--- src/rtl/alu_pkg.sv ---
// Shared encodings for seq_alu: opcodes, shift modes and FSM states.
package alu_pkg;

    localparam logic [2:0] ALU_FWD   = 3'b000;
    localparam logic [2:0] ALU_ADD   = 3'b001;
    localparam logic [2:0] ALU_AND   = 3'b010;
    localparam logic [2:0] ALU_OR    = 3'b011;
    localparam logic [2:0] ALU_MUL   = 3'b100;
    localparam logic [2:0] ALU_SHIFT = 3'b101;

    localparam logic [1:0] SH_SLL = 2'b00;
    localparam logic [1:0] SH_SRL = 2'b01;
    localparam logic [1:0] SH_SRA = 2'b10;
    localparam logic [1:0] SH_ROR = 2'b11;

    typedef enum logic {
        ST_IDLE = 1'b0,
        ST_MUL  = 1'b1
    } state_e;

endpackage

--- src/rtl/alu_shift_unit.sv ---
// Combinational barrel shifter: SLL / SRL / SRA / ROR of data by amount (0..WIDTH-1).
module alu_shift_unit
    import alu_pkg::*;
#(
    parameter int WIDTH = 8,
    localparam int SHW  = $clog2(WIDTH)
) (
    input  logic [WIDTH-1:0] data,
    input  logic [1:0]       mode,
    input  logic [SHW-1:0]   amount,
    output logic [WIDTH-1:0] out
);

    logic [2*WIDTH-1:0] rot_wide;

    // Rotating the doubled word keeps ROR free of a WIDTH-amount shift when amount is 0.
    assign rot_wide = {data, data} >> amount;

    always_comb begin
        out = data;
        case (mode)
            SH_SLL: out = data << amount;
            SH_SRL: out = data >> amount;
            SH_SRA: out = WIDTH'($signed(data) >>> amount);
            SH_ROR: out = rot_wide[WIDTH-1:0];
            default: out = data;
        endcase
    end

endmodule

--- src/rtl/seq_alu.sv ---
// Registered ALU with START/BUSY/DONE handshake; iterative MUL when SEQ_ALU_MUL_EN is defined.
module seq_alu
    import alu_pkg::*;
#(
    parameter int WIDTH = 8,
    localparam int SHW  = $clog2(WIDTH)
) (
    input  logic             CLK,
    input  logic             RESET_N,
    input  logic             START,
    input  logic [2:0]       SELECT,
    input  logic [WIDTH-1:0] DATA1,
    input  logic [WIDTH-1:0] DATA2,
    output logic [WIDTH-1:0] RESULT,
    output logic             ZERO,
    output logic             BUSY,
    output logic             DONE
);

    logic [WIDTH-1:0] shift_out;
    logic [WIDTH-1:0] single_res;

    alu_shift_unit #(.WIDTH(WIDTH)) u_shift (
        .data   (DATA1),
        .mode   (DATA2[WIDTH-1 -: 2]),
        .amount (DATA2[SHW-1:0]),
        .out    (shift_out)
    );

    // Single-cycle result; MUL and reserved opcodes fall to zero here.
    always_comb begin
        single_res = '0;
        case (SELECT)
            ALU_FWD:   single_res = DATA2;
            ALU_ADD:   single_res = DATA1 + DATA2;
            ALU_AND:   single_res = DATA1 & DATA2;
            ALU_OR:    single_res = DATA1 | DATA2;
            ALU_SHIFT: single_res = shift_out;
            default:   single_res = '0;
        endcase
    end

`ifdef SEQ_ALU_MUL_EN
    state_e           state;
    logic [WIDTH-1:0] mul_a;
    logic [WIDTH-1:0] mul_b;
    logic [WIDTH-1:0] mul_acc;
    logic [SHW-1:0]   mul_cnt;
    logic [WIDTH-1:0] acc_next;

    assign acc_next = mul_b[0] ? mul_acc + mul_a : mul_acc;

    always_ff @(posedge CLK or negedge RESET_N) begin
        if (!RESET_N) begin
            state   <= ST_IDLE;
            RESULT  <= '0;
            ZERO    <= 1'b1;
            BUSY    <= 1'b0;
            DONE    <= 1'b0;
            mul_a   <= '0;
            mul_b   <= '0;
            mul_acc <= '0;
            mul_cnt <= '0;
        end else begin
            DONE <= 1'b0;
            case (state)
                ST_IDLE: begin
                    if (START) begin
                        if (SELECT == ALU_MUL) begin
                            mul_a   <= DATA1;
                            mul_b   <= DATA2;
                            mul_acc <= '0;
                            mul_cnt <= '0;
                            BUSY    <= 1'b1;
                            state   <= ST_MUL;
                        end else begin
                            RESULT <= single_res;
                            ZERO   <= (single_res == '0);
                            DONE   <= 1'b1;
                        end
                    end
                end
                ST_MUL: begin
                    mul_acc <= acc_next;
                    mul_a   <= mul_a << 1;
                    mul_b   <= mul_b >> 1;
                    mul_cnt <= mul_cnt + SHW'(1);
                    // Last step folds its partial product straight into RESULT.
                    if (mul_cnt == SHW'(WIDTH - 1)) begin
                        RESULT <= acc_next;
                        ZERO   <= (acc_next == '0);
                        DONE   <= 1'b1;
                        BUSY   <= 1'b0;
                        state  <= ST_IDLE;
                    end
                end
                default: state <= ST_IDLE;
            endcase
        end
    end
`else
    assign BUSY = 1'b0;

    always_ff @(posedge CLK or negedge RESET_N) begin
        if (!RESET_N) begin
            RESULT <= '0;
            ZERO   <= 1'b1;
            DONE   <= 1'b0;
        end else begin
            DONE <= START;
            if (START) begin
                RESULT <= single_res;
                ZERO   <= (single_res == '0);
            end
        end
    end
`endif

endmodule
--- config.mk ---
export PLATFORM = sky130hd
export DESIGN_NAME = seq_alu
export DESIGN_NICKNAME = d
export VERILOG_FILES = /design/src/rtl/alu_pkg.sv /design/src/rtl/alu_shift_unit.sv /design/src/rtl/seq_alu.sv
export SDC_FILE = /design/constraint.sdc
export NUM_CORES = 1
export LEC_CHECK = 0
export CAP_MARGIN = 20
export CORE_ASPECT_RATIO = 0.5
export CORE_UTILIZATION = 50
export CTS_BUF_LIST = sky130_fd_sc_hd__clkbuf_16
export CTS_CLUSTER_DIAMETER = 80
export DETAILED_ROUTE_END_ITERATION = 7
export PLACE_DENSITY_LB_ADDON = 0.08
export SLEW_MARGIN = 10
export SYNTH_ARGS = -nofsm -noshare
export SYNTH_HDL_FRONTEND = slang
export SYNTH_SLANG_ARGS = --single-unit
export TNS_END_PERCENT = 10
--- constraint.sdc ---
create_clock -name CLK -period 1.7 [get_ports CLK]
set_clock_uncertainty 0.05 [all_clocks]
set_input_delay 0.255 -clock CLK [delete_from_list [all_inputs] [get_ports CLK]]
set_output_delay 0.255 -clock CLK [all_outputs]
set_load 0.02 [all_outputs]
==> results.ini, run 1 <==
[outcome]
outcome=stopped before the end
lastStage=5_1_grt
error=[ERROR GRT-0116] Global routing finished with congestion. Check the congestion regions in the DRC Viewer.

[global_route]
grt_usage_pct=67.8
overflow=1
grt_pass1_wl_um=20300
grt_max_degree=15
grt_pass1_vias=3412

[yosys]
synthArstFlopShare_pct=100
syn_nets=305
synth.top_cell.area_share_pct=11.4
yosysTopAreaCell=dfrtp_1
synthesis.area_mm2=0.00198
synth-edff-count=0
synth_common_cells=nor2_1, o21ai_0, a21oi_1, inv_1, nand2_1
synth_cell_types=52
ys_ff_latch=10
yosysSeqAreaShare_pct=12.7
synthCells=265
ys_warn_count=0
post-synth-top-count-cell=nor2_1
syn_area_per_cell_um2=7.46
synth_top_cells_by_area=dfrtp_1, ha_1, mux2i_1, nor2_1, o21ai_0
ys.flop_type=dfrtp_1

[placement]
portBuffers=31
place_congestion=0.899
dp_hpwl_um=6300
dp.cells=405

[clock_network]
root_buffer=clkbuf_16
cts_sinks=10
cts_buffers=3
cts_max_level=1
max-clock-path-buffers=2

[die]
start_util_pct=54.9
die_w_um=90.9
ios=33
die_h_um=46.5
num_rows=15

## cell families after synthesis
| group | share of synthesized area (%) |
|---|---|
| and+or+nand+nor | 21.5 |
| AOI/OAI and AO/OA | 26.9 |
| DFF | 12.7 |
| adders and majority gates | 11.8 |
| xor gates and xnor gates | 0.886 |
| buffers and inverters | 8.86 |
| other | 0.190 |
| muxes | 17.2 |
## metal layers
metal / GRT usage (%) / overflow
met5: 17.9 / 0
met4: 66.7 / 0
met3: 49.5 / 0
met2: 89.2 / 1
met1: 69.2 / 0
## metrics by stage
stage                     instance area (um^2)  hold WS (ns)  setup slack (ns)  TNS, ns  utilization [%]
after CTS                                 3290         0.288            -0.637    -2.70             91.3
after detailed placement                  2890         0.436             -1.36    -8.78             80.1
after global placement                    2890         0.416             -1.10    -7.63             80.1
after floorplan                           2040       -0.0906            -0.540    -1.83                -
## what timing repair did
action,4_1_cts
setup buffers,11
cloned,0
gates resized for setup,111
setup endpoints to repair,10
pin swaps,22
hold buffers,0
==> run 2: changes to the inputs <==
--- a/config.mk
+++ b/config.mk
@@ -6,12 +6,9 @@
 export NUM_CORES = 1
 export LEC_CHECK = 0
 export CAP_MARGIN = 20
-export CORE_ASPECT_RATIO = 0.5
-export CORE_UTILIZATION = 50
-export CTS_BUF_LIST = sky130_fd_sc_hd__clkbuf_16
-export CTS_CLUSTER_DIAMETER = 80
+export CORE_UTILIZATION = 35
 export DETAILED_ROUTE_END_ITERATION = 7
-export PLACE_DENSITY_LB_ADDON = 0.08
+export PLACE_DENSITY_LB_ADDON = 0.15
 export SLEW_MARGIN = 10
 export SYNTH_ARGS = -nofsm -noshare
 export SYNTH_HDL_FRONTEND = slang
==> run 2 against run 1 <==
Effect of this change:
- the flow now finishes, with violations (negative setup slack)
- area after synthesis did not move
- synthesized cell count did not move
==> results.ini, run 2 <==
[outcome]
outcome=finished, violations left
violations=negative setup slack

[yosys]
synth_top_cells_by_area=dfrtp_1, ha_1, mux2i_1, nor2_1, o21ai_0
yosysTopAreaCell=dfrtp_1
synth-edff-count=0  ; unchanged
synthesis.area_mm2=0.00198  ; unchanged
ys.flop_type=dfrtp_1
syn_nets=305  ; unchanged
synth_cell_types=52  ; unchanged
synth.top_cell.area_share_pct=11.4  ; unchanged
synthCells=265  ; unchanged
synth_common_cells=nor2_1, o21ai_0, a21oi_1, inv_1, nand2_1
post-synth-top-count-cell=nor2_1
syn_area_per_cell_um2=7.46  ; unchanged
ys_warn_count=0  ; unchanged
synthArstFlopShare_pct=100  ; unchanged
yosysSeqAreaShare_pct=12.7  ; unchanged
ys_ff_latch=10  ; unchanged

[final_layout]
diodes=0
utilization_pct=64.2
layout.nets=413
final_common_cell=buf_4
syn_to_final_growth_pct=71.1
layout.cells.most_common_list=buf_4, nor2_1, nand2_1
regMostFlops=RESULT
final_layout_size_suffix_gt1_share_pct=45.2
largest_reg_flops=8
largestRegisters=RESULT x8, DONE x1, ZERO x1

[die]
die_h_um=77.2  ; +66%
die_area_mm2=0.00595
core_mm2=0.00527
die_w_um=77.2  ; -15%
ios=33  ; unchanged
num_rows=26  ; +11
start_util_pct=37.5  ; -17 points

[clock_network]
cts_sinks=10  ; unchanged
max-clock-path-buffers=2  ; unchanged
cts_buffers=3  ; unchanged
root_buffer=clkbuf_8
cts_max_level=1  ; unchanged
clk_pin_slew_ns=0.05
cts_tree=yes
clock_latency_ns=0.23

[global_route]
grt_pass1_wl_um=11700
overflow=0
grt_pass1_vias=2342
grt_usage_pct=24.8
antenna_found_initial=0
grt_max_degree=20

[setup_path]
crit_type=primary input to register
reg2reg_from=ZERO
r2r_slack_ns=0.85
cp-start-kind=primary input
worstPathRequired_ns=1.79
reg2reg_to=ZERO
cp_max_fo=4
rr_worst_depth=2
cp.arrival_ns=2.27
cp-end-kind=register

[power_and_ir_drop]
p_per_area_mw_per_mm2=454
vdd_drop_max_uv=365
power.leakage_nw=1.50

[route]
drc_errors=0
routedWlPerCell_um=16.2
vias_per_cell=5.56
wl_um=7170
postRouteAntennaNets=0
vias=2458
drt_iter0_markers=211
dr.pass1.iters=5

[placement]
place_congestion=0.948  ; +5.5%
portBuffers=31  ; unchanged
dp_hpwl_um=5360  ; -15%
post-place-ws_ns=-1.15  ; +0.209 ns

[sta]
finalSetupViolCount=9
fmax_ghz=0.460
drv_slew=0
period_minus_slack_ns=2.17
rsz0062_at_grt=true
hold_viol_final=0
setup_ws_ns=-0.474
tns_ns=-2.11
min_period_over_period_pct=128

[worst_hold_path]
min-delay-path-class=primary input to asynchronous set/reset pin

[flow_run]
maxCapViolCount=0

-- run 2: cell counts after synthesis --
No cell type changed its count.
-- run 2: where the power goes --
group	internal (W)	switching [W]
registers	0.000269	0.0000141
clock network	0.000204	0.0000959
logic	0.000487	0.000466
-- run 2: kinds of logic (layout without fill, tap and decap cells) --
kind of cell    after synthesis  in the layout  synth area share, %
flops                        10             10                 12.7
mux                          28             28                 17.2
xor+xnor                      2              2                0.886
other cells                   1              1                0.190
simple gates                 85             85                 21.5
compound gates               81             81                 26.9
fa+ha+maj                    18             18                 11.8
buf+inv                      40            147                 8.86
-- run 2: through the flow --
| stage | area (um^2) | hold slack, ns | std cells | total power (W) |
|---|---|---|---|---|
| floorplan | 2040 | -0.0906 | 265 | 0.000716 |
| global placement | 2950 | 0.417 | 428 | 0.00109 |
| detailed placement | 2950 | 0.417 | 428 | 0.00109 |
| CTS | 3290 | 0.306 | 442 | 0.00149 |
| global route | 3380 | 0.337 | 442 | 0.00163 |
| finish | 3380 | 0.284 | 442 | 0.00154 |
-- run 2: worst max-delay path, stage by stage --
cell and delay, ns:
clkdlybuf4s15_2 0.25, buf_4 0.17, mux2_2 0.28, a211oi_2 0.21, nor3_2 0.09, nor4b_4 0.29, or4b_4 0.51, o41ai_4 0.22
-- run 2: worst max-delay path by stage --
stage | startpoint | endpoint | slack (ns)
floorplan | DATA2[1] | ZERO | -0.54
global placement | DATA2[0] | ZERO | -1.07
detailed placement | DATA2[1] | ZERO | -1.15
CTS | DATA2[1] | ZERO | -0.55
global route | DATA2[7] | ZERO | -0.56
finish | DATA1[4] | ZERO | -0.47
-- run 2: cell type report --
class,count,area (um^2)
Tap cell,70,87.6
Fill cell,472,1890
Sequential cell,10,251
Multi-Input combinational cell,215,1890
Clock buffer,4,55.1
Timing Repair Buffer,122,1020
Inverter,21,86.3
-- run 2: what timing repair did --
action / in CTS / in global routing
setup endpoints to repair: 9 / 10
hold buffers: 0 / 0
setup buffers: 10 / 0
pin swaps: 20 / 11
resized for setup: 90 / 24
hold endpoints to repair: 0 / 0
-- run 2: metal layers --
metal  routed length [um]  part of all wire [%]  global-route usage (%)
met2                 3580                    50                    43.5
met1                 3140                    44                    32.9
met3                  359                   5.0                    2.86
met4                   93                   1.3                    3.58
met5                    0                     0                       0
Power figures use the tool's default switching activity.
